<file path="config.mk">
export PLATFORM = sky130hd
export DESIGN_NAME = cpu_ctrl_mem_flat
export DESIGN_NICKNAME = d
export VERILOG_FILES = /design/src/rtl/cpu_ctrl_mem_if.sv /design/src/rtl/cpu_ctrl_mem.sv /design/src/flat_wrapper.sv
export SDC_FILE = /design/constraint.sdc
export NUM_CORES = 1
export LEC_CHECK = 0
export BUFFER_PORTS_ARGS = -buffer_cell sky130_fd_sc_hd__buf_2
export CORE_MARGIN = 1
export CORE_UTILIZATION = 50
export CTS_BUF_LIST = sky130_fd_sc_hd__clkbuf_8
export CTS_CLUSTER_DIAMETER = 120
export DETAILED_ROUTE_END_ITERATION = 7
export GPL_TIMING_DRIVEN = 0
export PLACE_DENSITY = 0.75
export SLEW_MARGIN = 20
export SYNTH_ARGS = -nofsm -noshare
export SYNTH_HDL_FRONTEND = slang
export SYNTH_SLANG_ARGS = --single-unit
</file>
<file path="constraint.sdc">
create_clock -name clk -period 6.55 [get_ports clk]
set_input_delay 0.9825 -clock clk [delete_from_list [all_inputs] [get_ports clk]]
set_output_delay 0.9825 -clock clk [all_outputs]
set_load 0.01 [all_outputs]
</file>
<file path="src/rtl/cpu_ctrl_mem_if.sv">
// Memory/IO port of the CPU controller: command, address and ready-handshake read data.
interface cpu_ctrl_mem_if #(
  parameter int unsigned DATA_W = 16,
  parameter int unsigned ADDR_W = 9
);
  logic [1:0]        mem_cmd;
  logic [ADDR_W-1:0] mem_addr;
  logic [DATA_W-1:0] mem_rdata;
  logic              mem_ready;

  modport master (output mem_cmd, output mem_addr, input mem_rdata, input mem_ready);
  modport slave  (input mem_cmd, input mem_addr, output mem_rdata, output mem_ready);
endinterface

</file>
<file path="src/rtl/cpu_ctrl_mem.sv">
// Multi-cycle RISC controller: IR, decoder, PC, data-address register and control FSM
// with instruction fetch, LDR/STR over a ready handshake, HALT, wait timeout and illegal-opcode error.
module cpu_ctrl_mem #(
  parameter int unsigned DATA_W      = 16,
  parameter int unsigned ADDR_W      = 9,
  parameter int unsigned PC_RESET    = 0,
  parameter int unsigned MEM_TIMEOUT = 64
) (
  input  logic                 clk,
  input  logic                 reset,
  cpu_ctrl_mem_if.master       mem,
  input  logic [DATA_W-1:0]    datapath_out_i,
  output logic [DATA_W-1:0]    mdata_o,
  output logic                 loada_o,
  output logic                 loadb_o,
  output logic                 loadc_o,
  output logic                 loads_o,
  output logic                 asel_o,
  output logic                 bsel_o,
  output logic                 write_o,
  output logic [1:0]           vsel_o,
  output logic [2:0]           readnum_o,
  output logic [2:0]           writenum_o,
  output logic [1:0]           shift_o,
  output logic [1:0]           alu_op_o,
  output logic [DATA_W-1:0]    sximm5_o,
  output logic [DATA_W-1:0]    sximm8_o,
  output logic [ADDR_W-1:0]    pc_o,
  output logic                 halted_o,
  output logic                 err_o
);

  localparam int unsigned CNT_W = (MEM_TIMEOUT > 2) ? $clog2(MEM_TIMEOUT) : 1;
  localparam logic [1:0]  CMD_NONE  = 2'b00;
  localparam logic [1:0]  CMD_READ  = 2'b01;
  localparam logic [1:0]  CMD_WRITE = 2'b10;

  typedef enum logic [4:0] {
    S_RST, S_IF, S_UPD, S_DEC, S_GETA, S_GETB, S_EXEC, S_CMP, S_WREG,
    S_WIMM, S_ADDR, S_LADR, S_SGETB, S_SEXE, S_MRD, S_MWR, S_HALT
  } state_t;

  typedef enum logic [2:0] {C_MOVI, C_MOVS, C_ALU, C_LDR, C_STR, C_HALT, C_ILL} cls_t;

  typedef struct packed {
    logic       loada, loadb, loadc, loads, asel, bsel, write, halted;
    logic [1:0] vsel, mem_cmd, shift, alu_op;
    logic [2:0] readnum, writenum;
  } ctl_t;

  function automatic cls_t classify(input logic [15:0] ir);
    cls_t c;
    casez (ir[15:11])
      5'b110_10: c = C_MOVI;
      5'b110_00: c = C_MOVS;
      5'b101_??: c = C_ALU;
      5'b011_00: c = C_LDR;
      5'b100_00: c = C_STR;
      5'b111_00: c = C_HALT;
      default:   c = C_ILL;
    endcase
    return c;
  endfunction

  // Control word for the state about to be entered; registered so outputs come straight from flops.
  function automatic ctl_t decode(input state_t s, input logic [15:0] ir);
    ctl_t c;
    c        = '0;
    c.shift  = ir[4:3];
    c.alu_op = ir[12:11];
    case (s)
      S_IF:    c.mem_cmd = CMD_READ;
      S_GETA:  begin c.readnum = ir[10:8]; c.loada = 1'b1; end
      S_GETB:  begin c.readnum = ir[2:0];  c.loadb = 1'b1; end
      S_EXEC:  begin c.loadc = 1'b1; c.asel = (classify(ir) == C_MOVS); end
      S_CMP:   c.loads = 1'b1;
      S_WREG:  begin c.write = 1'b1; c.writenum = ir[7:5]; end
      S_WIMM:  begin c.write = 1'b1; c.writenum = ir[10:8]; c.vsel = 2'b10; end
      S_ADDR:  begin c.bsel = 1'b1; c.loadc = 1'b1; c.alu_op = 2'b00; end
      S_SGETB: begin c.readnum = ir[7:5]; c.loadb = 1'b1; c.shift = 2'b00; end
      S_SEXE:  begin c.asel = 1'b1; c.loadc = 1'b1; c.shift = 2'b00; end
      S_MRD:   c.mem_cmd = CMD_READ;
      S_MWR:   c.mem_cmd = CMD_WRITE;
      S_HALT:  c.halted = 1'b1;
      default: c = c;
    endcase
    return c;
  endfunction

  state_t            state_q, state_d;
  logic [15:0]       ir_q, ir_d;
  logic [ADDR_W-1:0] pc_q, pc_d, daddr_q, daddr_d, mem_addr_q;
  logic [CNT_W-1:0]  wait_q, wait_d;
  logic              err_q, err_d;
  ctl_t              ctl_q, ctl_d;
  cls_t              cls_c;
  logic              mem_wait_c, addr_sel_c, mrd_done_c;
  logic              unused_ok;

  assign cls_c     = classify(ir_q);
  assign unused_ok = ^datapath_out_i[DATA_W-1:ADDR_W];

  // Next-state, PC/IR/data-address updates and wait-cycle timeout.
  always_comb begin
    state_d    = state_q;
    ir_d       = ir_q;
    pc_d       = pc_q;
    daddr_d    = daddr_q;
    wait_d     = '0;
    err_d      = err_q;
    mem_wait_c = 1'b0;
    case (state_q)
      S_RST:   state_d = S_IF;
      S_IF: begin
        if (mem.mem_ready) begin
          ir_d    = mem.mem_rdata[15:0];
          state_d = S_UPD;
        end else begin
          mem_wait_c = 1'b1;
        end
      end
      S_UPD: begin
        pc_d    = pc_q + ADDR_W'(1);
        state_d = S_DEC;
      end
      S_DEC: begin
        case (cls_c)
          C_MOVI:       state_d = S_WIMM;
          C_MOVS:       state_d = S_GETB;
          C_ALU:        state_d = (ir_q[12:11] == 2'b11) ? S_GETB : S_GETA;
          C_LDR, C_STR: state_d = S_GETA;
          C_HALT:       state_d = S_HALT;
          default: begin
            state_d = S_HALT;
            err_d   = 1'b1;
          end
        endcase
      end
      S_GETA:  state_d = (cls_c == C_ALU) ? S_GETB : S_ADDR;
      S_GETB:  state_d = (cls_c == C_ALU && ir_q[12:11] == 2'b01) ? S_CMP : S_EXEC;
      S_EXEC:  state_d = S_WREG;
      S_CMP, S_WREG, S_WIMM: state_d = S_IF;
      S_ADDR:  state_d = S_LADR;
      S_LADR: begin
        daddr_d = datapath_out_i[ADDR_W-1:0];
        state_d = (cls_c == C_LDR) ? S_MRD : S_SGETB;
      end
      S_SGETB: state_d = S_SEXE;
      S_SEXE:  state_d = S_MWR;
      S_MRD, S_MWR: begin
        if (mem.mem_ready) state_d = S_IF;
        else               mem_wait_c = 1'b1;
      end
      S_HALT:  state_d = S_HALT;
      default: state_d = S_RST;
    endcase
    if (mem_wait_c && MEM_TIMEOUT != 0) begin
      if (wait_q == CNT_W'(MEM_TIMEOUT - 1)) begin
        state_d = S_HALT;
        err_d   = 1'b1;
      end else begin
        wait_d = wait_q + CNT_W'(1);
      end
    end
  end

  assign ctl_d      = decode(state_d, ir_d);
  assign addr_sel_c = (state_d == S_MRD) || (state_d == S_MWR);

  always_ff @(posedge clk) begin
    if (!reset) begin
      state_q    <= S_RST;
      ir_q       <= '0;
      pc_q       <= ADDR_W'(PC_RESET);
      daddr_q    <= '0;
      wait_q     <= '0;
      err_q      <= 1'b0;
      ctl_q      <= '0;
      mem_addr_q <= ADDR_W'(PC_RESET);
    end else begin
      state_q    <= state_d;
      ir_q       <= ir_d;
      pc_q       <= pc_d;
      daddr_q    <= daddr_d;
      wait_q     <= wait_d;
      err_q      <= err_d;
      ctl_q      <= ctl_d;
      mem_addr_q <= addr_sel_c ? daddr_d : pc_d;
    end
  end

  // Load writeback happens in the same cycle the memory returns data.
  assign mrd_done_c = (state_q == S_MRD) && mem.mem_ready;

  assign mem.mem_cmd  = ctl_q.mem_cmd;
  assign mem.mem_addr = mem_addr_q;
  assign mdata_o      = mem.mem_rdata;
  assign loada_o      = ctl_q.loada;
  assign loadb_o      = ctl_q.loadb;
  assign loadc_o      = ctl_q.loadc;
  assign loads_o      = ctl_q.loads;
  assign asel_o       = ctl_q.asel;
  assign bsel_o       = ctl_q.bsel;
  assign write_o      = ctl_q.write | mrd_done_c;
  assign vsel_o       = mrd_done_c ? 2'b11 : ctl_q.vsel;
  assign readnum_o    = ctl_q.readnum;
  assign writenum_o   = mrd_done_c ? ir_q[7:5] : ctl_q.writenum;
  assign shift_o      = ctl_q.shift;
  assign alu_op_o     = ctl_q.alu_op;
  assign sximm5_o     = {{(DATA_W-5){ir_q[4]}}, ir_q[4:0]};
  assign sximm8_o     = {{(DATA_W-8){ir_q[7]}}, ir_q[7:0]};
  assign pc_o         = pc_q;
  assign halted_o     = ctl_q.halted;
  assign err_o        = err_q;

endmodule

</file>
<file path="src/flat_wrapper.sv">
// flat-port wrapper written by rule: the top's interface ports become plain ports
module cpu_ctrl_mem_flat 
#(
  parameter int unsigned DATA_W      = 16,
  parameter int unsigned ADDR_W      = 9,
  parameter int unsigned PC_RESET    = 0,
  parameter int unsigned MEM_TIMEOUT = 64
)
  (clk, reset, datapath_out_i, mdata_o, loada_o, loadb_o, loadc_o, loads_o, asel_o, bsel_o, write_o, vsel_o, readnum_o, writenum_o, shift_o, alu_op_o, sximm5_o, sximm8_o, pc_o, halted_o, err_o, mem_mem_cmd, mem_mem_addr, mem_mem_rdata, mem_mem_ready);
  cpu_ctrl_mem_if #(.DATA_W(DATA_W), .ADDR_W(ADDR_W)) mem_i ();
  input  logic clk;
  input  logic reset;
  input  logic [DATA_W-1:0] datapath_out_i;
  output logic [DATA_W-1:0] mdata_o;
  output logic loada_o;
  output logic loadb_o;
  output logic loadc_o;
  output logic loads_o;
  output logic asel_o;
  output logic bsel_o;
  output logic write_o;
  output logic [1:0] vsel_o;
  output logic [2:0] readnum_o;
  output logic [2:0] writenum_o;
  output logic [1:0] shift_o;
  output logic [1:0] alu_op_o;
  output logic [DATA_W-1:0] sximm5_o;
  output logic [DATA_W-1:0] sximm8_o;
  output logic [ADDR_W-1:0] pc_o;
  output logic halted_o;
  output logic err_o;
  output wire logic [$bits(mem_i.mem_cmd)-1:0] mem_mem_cmd;
  output wire logic [$bits(mem_i.mem_addr)-1:0] mem_mem_addr;
  input wire logic [$bits(mem_i.mem_rdata)-1:0] mem_mem_rdata;
  input wire logic [$bits(mem_i.mem_ready)-1:0] mem_mem_ready;
  assign mem_mem_cmd = mem_i.mem_cmd;
  assign mem_mem_addr = mem_i.mem_addr;
  assign mem_i.mem_rdata = mem_mem_rdata;
  assign mem_i.mem_ready = mem_mem_ready;
  cpu_ctrl_mem #(.DATA_W(DATA_W), .ADDR_W(ADDR_W), .PC_RESET(PC_RESET), .MEM_TIMEOUT(MEM_TIMEOUT)) u_core (.clk(clk), .reset(reset), .mem(mem_i), .datapath_out_i(datapath_out_i), .mdata_o(mdata_o), .loada_o(loada_o), .loadb_o(loadb_o), .loadc_o(loadc_o), .loads_o(loads_o), .asel_o(asel_o), .bsel_o(bsel_o), .write_o(write_o), .vsel_o(vsel_o), .readnum_o(readnum_o), .writenum_o(writenum_o), .shift_o(shift_o), .alu_op_o(alu_op_o), .sximm5_o(sximm5_o), .sximm8_o(sximm8_o), .pc_o(pc_o), .halted_o(halted_o), .err_o(err_o));
endmodule
</file>
; ---- After elaboration in Yosys (flattened, before gate mapping)
; Index checks and enable logic that the tools add are counted.
[word_totals]
ff_bits = 77
out_inout_bits = 89
input_bits = 35
wordCells = 131
[classes]
mux = 38
bitwise = 3
n_reduce_logical = 17
n_eq_ne = 50
add_sub_neg = 2
[op_table]
columns = cell, n
row1 = "5-bit by 4-bit equality test with 1-bit output, second input constant", 17
row2 = 5-bit case mux with 13 select lines, 1
row3 = "5-bit equality test, second input constant", 10
row4 = "5-bit by 3-bit equality test with 1-bit output, second input constant", 8
row5 = 3-bit case mux with 6 select lines, 2
row6 = 16-bit two-way mux, 2
row7 = 9-bit two-way mux, 3
row8 = 5-bit two-way mux, 4
row9 = 5-bit case mux with 4 select lines, 1
row10 = 1-bit two-way mux, 15
row11 = "3-bit equality test, second input constant", 4
row12 = 2-bit OR reduction, 6
row13 = 3-bit OR reduction, 4
row14 = "5-bit by 1-bit equality test with 1-bit output, second input constant", 2
row15 = "5-bit by 2-bit equality test with 1-bit output, second input constant", 2
row16 = "9-bit by 1-bit adder with 9-bit output, second input constant", 1
row17 = 3-bit case mux with 3 select lines, 1
row18 = "6-bit by 1-bit adder with 6-bit output, second input constant", 1
row19 = "3-bit by 1-bit equality test with 1-bit output, second input constant", 2
row20 = "3-bit by 2-bit equality test with 1-bit output, second input constant", 2
row21 = "6-bit equality test, second input constant", 1
row22 = 2-bit two-way mux, 3
row23 = 3-bit two-way mux, 2
row24 = 3-bit case mux with 2 select lines, 1
row25 = 13 further kinds, 15

; ---- Longest topological paths before layout
; Gate-level depths: netlist (run 1).
[depth]
ltp_word = 12
ltp_mapped = 10
mapped_depth_nobuf = 8

; ---- Least setup slack after synthesis (run 1)
; No wires, ideal clock.
[synth_timing]
kind = in2out
from = input port mem_mem_ready
to = output port writenum_o[2]
slack_ns = 3.786
t_arrival_ns = 1.781
path_stages = 4
n_path_buf = 0
path_cell_list = or4b_1 > inv_1 > nand2_1 > nand2_1
[synth_between]
elab_chain_cells = 2
[synth_lines]
columns = element, line
row1 = "start, declared", flat_wrapper.sv:35  ; input wire logic [$bits(mem_i.mem_ready)-1:0] mem_mem_ready;
row2 = 1-bit logical AND, cpu_ctrl_mem.sv:193  ; assign mrd_done_c = (state_q == S_MRD) && mem.mem_ready;
row3 = via u_core.mrd_done_c, cpu_ctrl_mem.sv:97  ; logic mem_wait_c, addr_sel_c, mrd_done_c;
row4 = 3-bit two-way mux, cpu_ctrl_mem.sv:207  ; assign writenum_o = mrd_done_c ? ir_q[7:5] : ctl_q.writenum;
row5 = "end, declared", flat_wrapper.sv:24  ; output logic [2:0] writenum_o;
; The timed path passes the listed nets, and every way through them passes these cells.

; ---- Worst setup path after layout (run 1)
; Ends and elaborated chain as after synthesis.

==> flow_summary.toml, run 1 <==
[route]
drt-vias-per-instance = 5.02
drc = 0
wl_per_cell_um = 13.0
firstDrtPassIters = 7
drt-initial-drc-count = 206
ant_nets = 0
via_count = 3330
routed_wl_mm = 8.64

[floorplanning]
die_area_sq_um = 8210
initial_core_util_pct = 53.0
die_w_um = 90.6
coreArea_sq_um = 7410
die_h_um = 90.6
io_pins = 124
row_count = 31

[clock_network]
insertion_delay_ps = 350
cts_tree = "built"
cts.hold.buffers_added = 0
cts_resized = 0
cts_setup_buffers = 0
clock_sinks = 76
numCtsBuffers = 9
clk_root_buffer_cell = "clkbuf_8"
clock_path_buffers = 2
htreeDepth = 3
cts.reportedPaths.clkPinSlew_ps = 70

[yosys]
yosys_warnings = 0
synth_compound_area_share_pct = 9.06
yosys.area.top_type = "dfxtp_1"
synthAdderAreaFrac_pct = 0.638
yosysSeqAreaShare_pct = 38.8
synth-simple-area-share_pct = 25.7
avgSynthCellArea_sq_um = 9.08
synth_edf_count = 0
syn_inst = 432
synth_flop_cell = "dfxtp_1"
synth_area_sq_um = 3920
synth.top_cell.area_share_pct = 38.8
synth-xor-area-share_pct = 2.68
synth_area_leaders = "dfxtp_1 (39%), buf_4 (11%), mux2i_1 (8.9%), nor2b_1 (7.0%), nand2_1 (2.6%)"
synth_fp_nets = 469
synth_top_family_by_area = "simple AND/OR/NAND/NOR gates"
ys_ff_latch = 76
synthMuxAreaShare_pct = 8.93
synthArstFlopShare_pct = 0
ys_types = 57

[status]
outcome = "completed"

[final_layout]
synthToLayoutAreaGrowth_pct = 24.3
design_area_sq_um = 4880
final_cell_mix = "buf_2 (119), dfxtp_1 (76), buf_4 (58)"
drive_above_1_share_pct = 36.7
layout_commonest_cell = "buf_2"
nets = 596
num_antenna_cells = 0
finalNonFillerCells = 663

[global_route]
antenna_found_initial = 0
grt_start_max_net_pins = 15
global_route.overflow_total = 0
grt_pass1_wl_mm = 14.7
grt_pass1_vias = 3213
gr-usage-all-layers_pct = 22.0

[power]
ir_drop_mv = 0.157
p_leak_nw = 2.34
finalPower_w = 0.00109
powerDensity_nw_per_um2 = 224

[setup_path]
critPathKind = "input port to primary output"
cp_data_required_time_ps = 5570
cp-start-kind = "input port"
crit_path_end_kind = "primary output"
critPathMaxFanout = 9
cp.arrival_ps = 2130

[min_path]
min_path_type = "flip-flop to flip-flop"

[timing]
finalHoldViolCount = 0
finalSetupViolCount = 0
tns_ps = 0
fin_crit_sh_pct = 47.5
slew_violations = 0
clock_skew_ps = 14.9
timing.final.crit_period_ps = 3110
max_clock_freq_mhz = 321
rsz0062_at_grt = "no"
relSlewSlack_pct = 37.1
tightestPinTransition_ps = 933
setup_slack_ps = 3440

[flow_run]
cap_violations = 0

[placed_design]
dpl.hpwl_mm = 6.52
pre_cts_ws_ps = 3360
io_buffers = 116
place_inst = 647
dpl_cell_area_sq_um = 4630
gp_congestion = 0.867
## state kept, by name (all words and copies together) (netlist names), 2 cells and up
register             flops
u_core.alu_op_o          2
u_core.mem.mem_addr      9
u_core.daddr_q           9
u_core.ctl_q             5
u_core.shift_o           2
u_core.wait_q            6
u_core.readnum_o         3
u_core.ir_q             16
u_core.state_q           5
u_core.pc_o              9
u_core.mem.mem_cmd       2
## per-stage QoR
step                util (%)  hold WS [ps]
floorplan                  -           418
global placement        62.5           432
detailed placement      62.5           442
CTS                     65.9           454
global route            65.9           494
finish                  65.9           460
## Yosys cell counts, types with 4 or more instances
master     n
a21o_1     4
a21oi_1    8
dfxtp_1   76
nor2b_1   44
nand2_1   27
o21a_1     4
clkbuf_1  17
xnor2_1    4
o21ai_0    5
nor2_1    26
and2_1    12
mux2i_1   35
or2_2      4
inv_1      6
nand2b_1   6
nand3_1   13
buf_4     58
nor4_1     6
xor2_1     8
nor3_1    13
## metal layers
layer | global-route usage (%) | vias to the layer above | share of wire (%)
li1 | - | 1667 | -
met1 | 27.2 | 1535 | 45
met2 | 36.6 | 113 | 47
met3 | 4.71 | 15 | 5.6
met4 | 9.54 | 0 | 2.4
met5 | 0 | - | 0
## critical path, stage by stage
cell and delay (ps):
buf_2 160, or4b_1 570, inv_1 170, nand2_1 70, nand2_1 70, buf_2 120
## cells by family (layout without fill, tap and decap cells)
kind of cell,Yosys count,after routing
AND/OR/NAND/NOR,177,177
buffers and inverters,86,218
flip-flops,76,76
AO/OA/AOI/OAI,44,44
multiplexers,35,35
XOR/XNOR,12,12
adder cells (fa/ha/maj),2,2
## layout make-up
| class | count | area [sq um] |
|---|---|---|
| fill | 636 | 2530 |
| multi-input combinational | 270 | 1840 |
| sequential | 76 | 1520 |
| timing repair buffer | 116 | 581 |
| buffer | 80 | 537 |
| clock buffer | 11 | 151 |
| tap | 99 | 124 |
| clock inverter | 5 | 98.8 |
| inverter | 6 | 22.5 |
## power by group
part	internal, W	switching [W]	leakage [nW]
registers	0.000476	0.0000101	0.615
logic	0.0000808	0.0000908	1.59
clock network	0.000272	0.000164	0.131
## final timing paths
path | startpoint | end | slack, ps | cells past startpoint
max | mem_mem_ready | writenum_o[2] | 3440 | 6
min | u_core.wait_q[0] | u_core.wait_q[0] | 460 | 1
max reg2reg | u_core.state_q[3] | u_core.mem.mem_addr[2] | 3610 | 9
min reg2reg | u_core.wait_q[0] | u_core.wait_q[0] | 460 | 1
Note: power is estimated with default switching activity, not from simulation.
==> run 2: changes to the inputs <==
--- a/config.mk
+++ b/config.mk
@@ -5,9 +5,10 @@
 export SDC_FILE = /design/constraint.sdc
 export NUM_CORES = 1
 export LEC_CHECK = 0
+export ABC_AREA = 1
 export BUFFER_PORTS_ARGS = -buffer_cell sky130_fd_sc_hd__buf_2
 export CORE_MARGIN = 1
-export CORE_UTILIZATION = 50
+export CORE_UTILIZATION = 48
 export CTS_BUF_LIST = sky130_fd_sc_hd__clkbuf_8
 export CTS_CLUSTER_DIAMETER = 120
 export DETAILED_ROUTE_END_ITERATION = 7
==> constraint.sdc (replaced) <==
create_clock -name clk -period 2.6 [get_ports clk]
set_input_delay 0.39 -clock clk [delete_from_list [all_inputs] [get_ports clk]]
set_output_delay 0.39 -clock clk [all_outputs]
set_load 0.01 [all_outputs]
==> flow_summary.toml, run 2 <==
[route]
firstDrtPassIters = 5
via_count = 3638
wl_per_cell_um = 12.0
drt-initial-drc-count = 200
ant_nets = 0
routed_wl_mm = 9.11
drc = 0
drt-vias-per-instance = 4.79

[placed_design]
dpl.hpwl_mm = 7.12
gp_congestion = 0.855
dpl_cell_area_sq_um = 4700
io_buffers = 115

[yosys]
synthArstFlopShare_pct = 0
synth_fp_nets = 564
synth_area_sq_um = 4000
yosys.area.top_type = "dfxtp_1"
yosysSeqAreaShare_pct = 38.1
synth_flop_cell = "dfxtp_1"
syn_inst = 527
yosysMostFrequentCell = "dfxtp_1"
synth_common_cells = "dfxtp_1 (76), nand2_1 (73), nor2_1 (73)"
ys_types = 39
avgSynthCellArea_sq_um = 7.59
synth_edf_count = 0
synth_area_leaders = "dfxtp_1 (38%), buf_4 (11%), nand2_1 (6.9%), nor2_1 (6.9%), inv_1 (6.0%)"
yosys_warnings = 0
synth.top_cell.area_share_pct = 38.1
ys_ff_latch = 76

[global_route]
gr-usage-all-layers_pct = 21.8
grt_pass1_vias = 3196
antenna_found_initial = 0
global_route.overflow_total = 0
grt_pass1_wl_mm = 14.7
grt_start_max_net_pins = 15

[final_layout]
num_antenna_cells = 0
largest_reg_flops = 16
drive_above_1_share_pct = 38.1
seq_area_sq_um = 1520
nets = 690
multiInputGateArea_sq_um = 1690
fillers = 727
regMostFlops = "u_core.ir_q"
synthToLayoutAreaGrowth_pct = 23.3
design_area_sq_um = 4930
final_cell_mix = "buf_2 (122), dfxtp_1 (76), nand2_1 (73), nor2_1 (73), inv_1 (65)"
layout_commonest_cell = "buf_2"

[clock_network]
clock_sinks = 76
insertion_delay_ps = 350
cts.reportedPaths.clkPinSlew_ps = 80
numCtsBuffers = 9
clock_path_buffers = 2
htreeDepth = 3
cts_tree = "built"
clk_root_buffer_cell = "clkbuf_8"
cts.hold.buffers_added = 0

[power]
powerDensity_nw_per_um2 = 564
ir_drop_mv = 0.260
finalPower_w = 0.00278
p_leak_nw = 2.51

[setup_path]
crit_path_end_kind = "primary output"
critPathKind = "flip-flop to primary output"
cp_data_required_time_ps = 2210
max_stage_delay_ps = 490
reg2regPathDepth = 13
worst_path_max_delay_cell = "dfxtp_1"
worst-path-buf-inv = 3
cp.arrival_ps = 1980
crit_family = "simple AND/OR/NAND/NOR gates"
critPathMaxFanout = 6
path_cells = "inv_2 > nor2_4 > nand2_2 > nor3_2 > inv_1 > o21ai_0 > buf_2"
reg2reg_from = "u_core.state_q[1]"
timing.rr.end = "u_core.mem.mem_addr[4]"
cp-start-kind = "flip-flop"
r2r_slack_ps = 500

[min_path]
hold-path-cell-count = 3
hp-start = "datapath_out_i[1]"
min_path_type = "input port to flip-flop"
min_delay_worst_endpoint = "u_core.daddr_q[1]"

[floorplanning]
io_pins = 124
initial_core_util_pct = 50.7
die_area_sq_um = 8700
row_count = 32
coreArea_sq_um = 7890
die_h_um = 93.3
die_w_um = 93.3

[timing]
tightestPinTransition_ps = 616
slew_violations = 0
fin_crit_sh_pct = 91.3
clock_skew_ps = 7.02
max_clock_freq_mhz = 421
tns_ps = 0
relSlewSlack_pct = 59.0
finalHoldViolCount = 0
timing.final.crit_period_ps = 2370
rsz0062_at_grt = "no"
finalSetupViolCount = 0

[status]
outcome = "completed"

[flow_run]
cap_violations = 0
## run 2: changes by cell type after synthesis, moves of 19 or more
cell	change
nand2_1	+46
nand3_1	+19
inv_1	+58
nor2_1	+47
nor2b_1	-44
mux2i_1	-27
o21ai_0	+23
## run 2: report_power, final
part | switching (W) | internal [W]
sequential | 0.0000301 | 0.00120
combinational | 0.000324 | 0.000224
clock | 0.000437 | 0.000566
## run 2: area by class of cell
| type | count | share of cell area (%) |
|---|---|---|
| clock inverters | 6 | 1.78 |
| clock buffers | 10 | 2.79 |
| inverters | 72 | 5.48 |
| well taps | 102 | 2.59 |
| plain buffers | 73 | 10.6 |
| repair buffers | 115 | 11.7 |
| flip-flops and latches | 76 | 30.9 |
| multi-input cells | 306 | 34.2 |
## run 2: worst reg2reg max path: stages, from the launching register on
cell,delay [ps]
dfxtp_1,490
nand2_1,90
inv_1,80
nand3_1,140
nor2_1,280
nor2_1,100
nand2_1,90
o21ai_2,120
inv_2,90
nand2_2,70
nor2_4,140
buf_6,180
o21ai_2,70
a21oi_2,120
## run 2: worst max path at each step
stage | startpoint | endpoint | cells past startpoint
global placement | u_core.state_q[1] | writenum_o[2] | 7
global route | u_core.state_q[1] | writenum_o[2] | 7
finish | u_core.state_q[1] | writenum_o[0] | 7
detailed placement | u_core.state_q[1] | writenum_o[2] | 7
floorplan | u_core.state_q[1] | writenum_o[0] | 6
CTS | u_core.state_q[1] | writenum_o[2] | 7
## run 2: repair_timing
action / CTS / global route
gates resized for setup: 0 / 1
setup endpoints to repair: 0 / 3
setup buffers: 0 / 0
## run 2: per-layer routing
metal  vias up  global-route usage [%]  routed length, um
met1      1645                    28.1               4100
met2       126                    36.0               4220
met4         0                    11.0                265
met3        18                    2.76                522
met5         -                       0                  0
li1       1849                       -                  -
## run 2: stage by stage
stage,utilization [%],hold slack [ps],worst slack [ps],instances
floorplan,-,430,845,527
global placement,59.6,443,410,744
detailed placement,59.6,457,397,744
CTS,62.5,301,3.72,760
global route,62.5,334,36.5,760
finish,62.5,304,227,760
## run 2: cells by family (layout without fill, tap and decap cells)
family,count (synthesis),in the layout,share of synthesized area (%)
flip-flops,76,76,38.1
AND/OR/NAND/NOR,228,228,27.9
AO/OA/AOI/OAI,55,55,8.58
XOR/XNOR,10,10,2.19
buffers and inverters,145,276,19.8
multiplexers,11,11,2.85
adder cells (fa/ha/maj),2,2,0.626
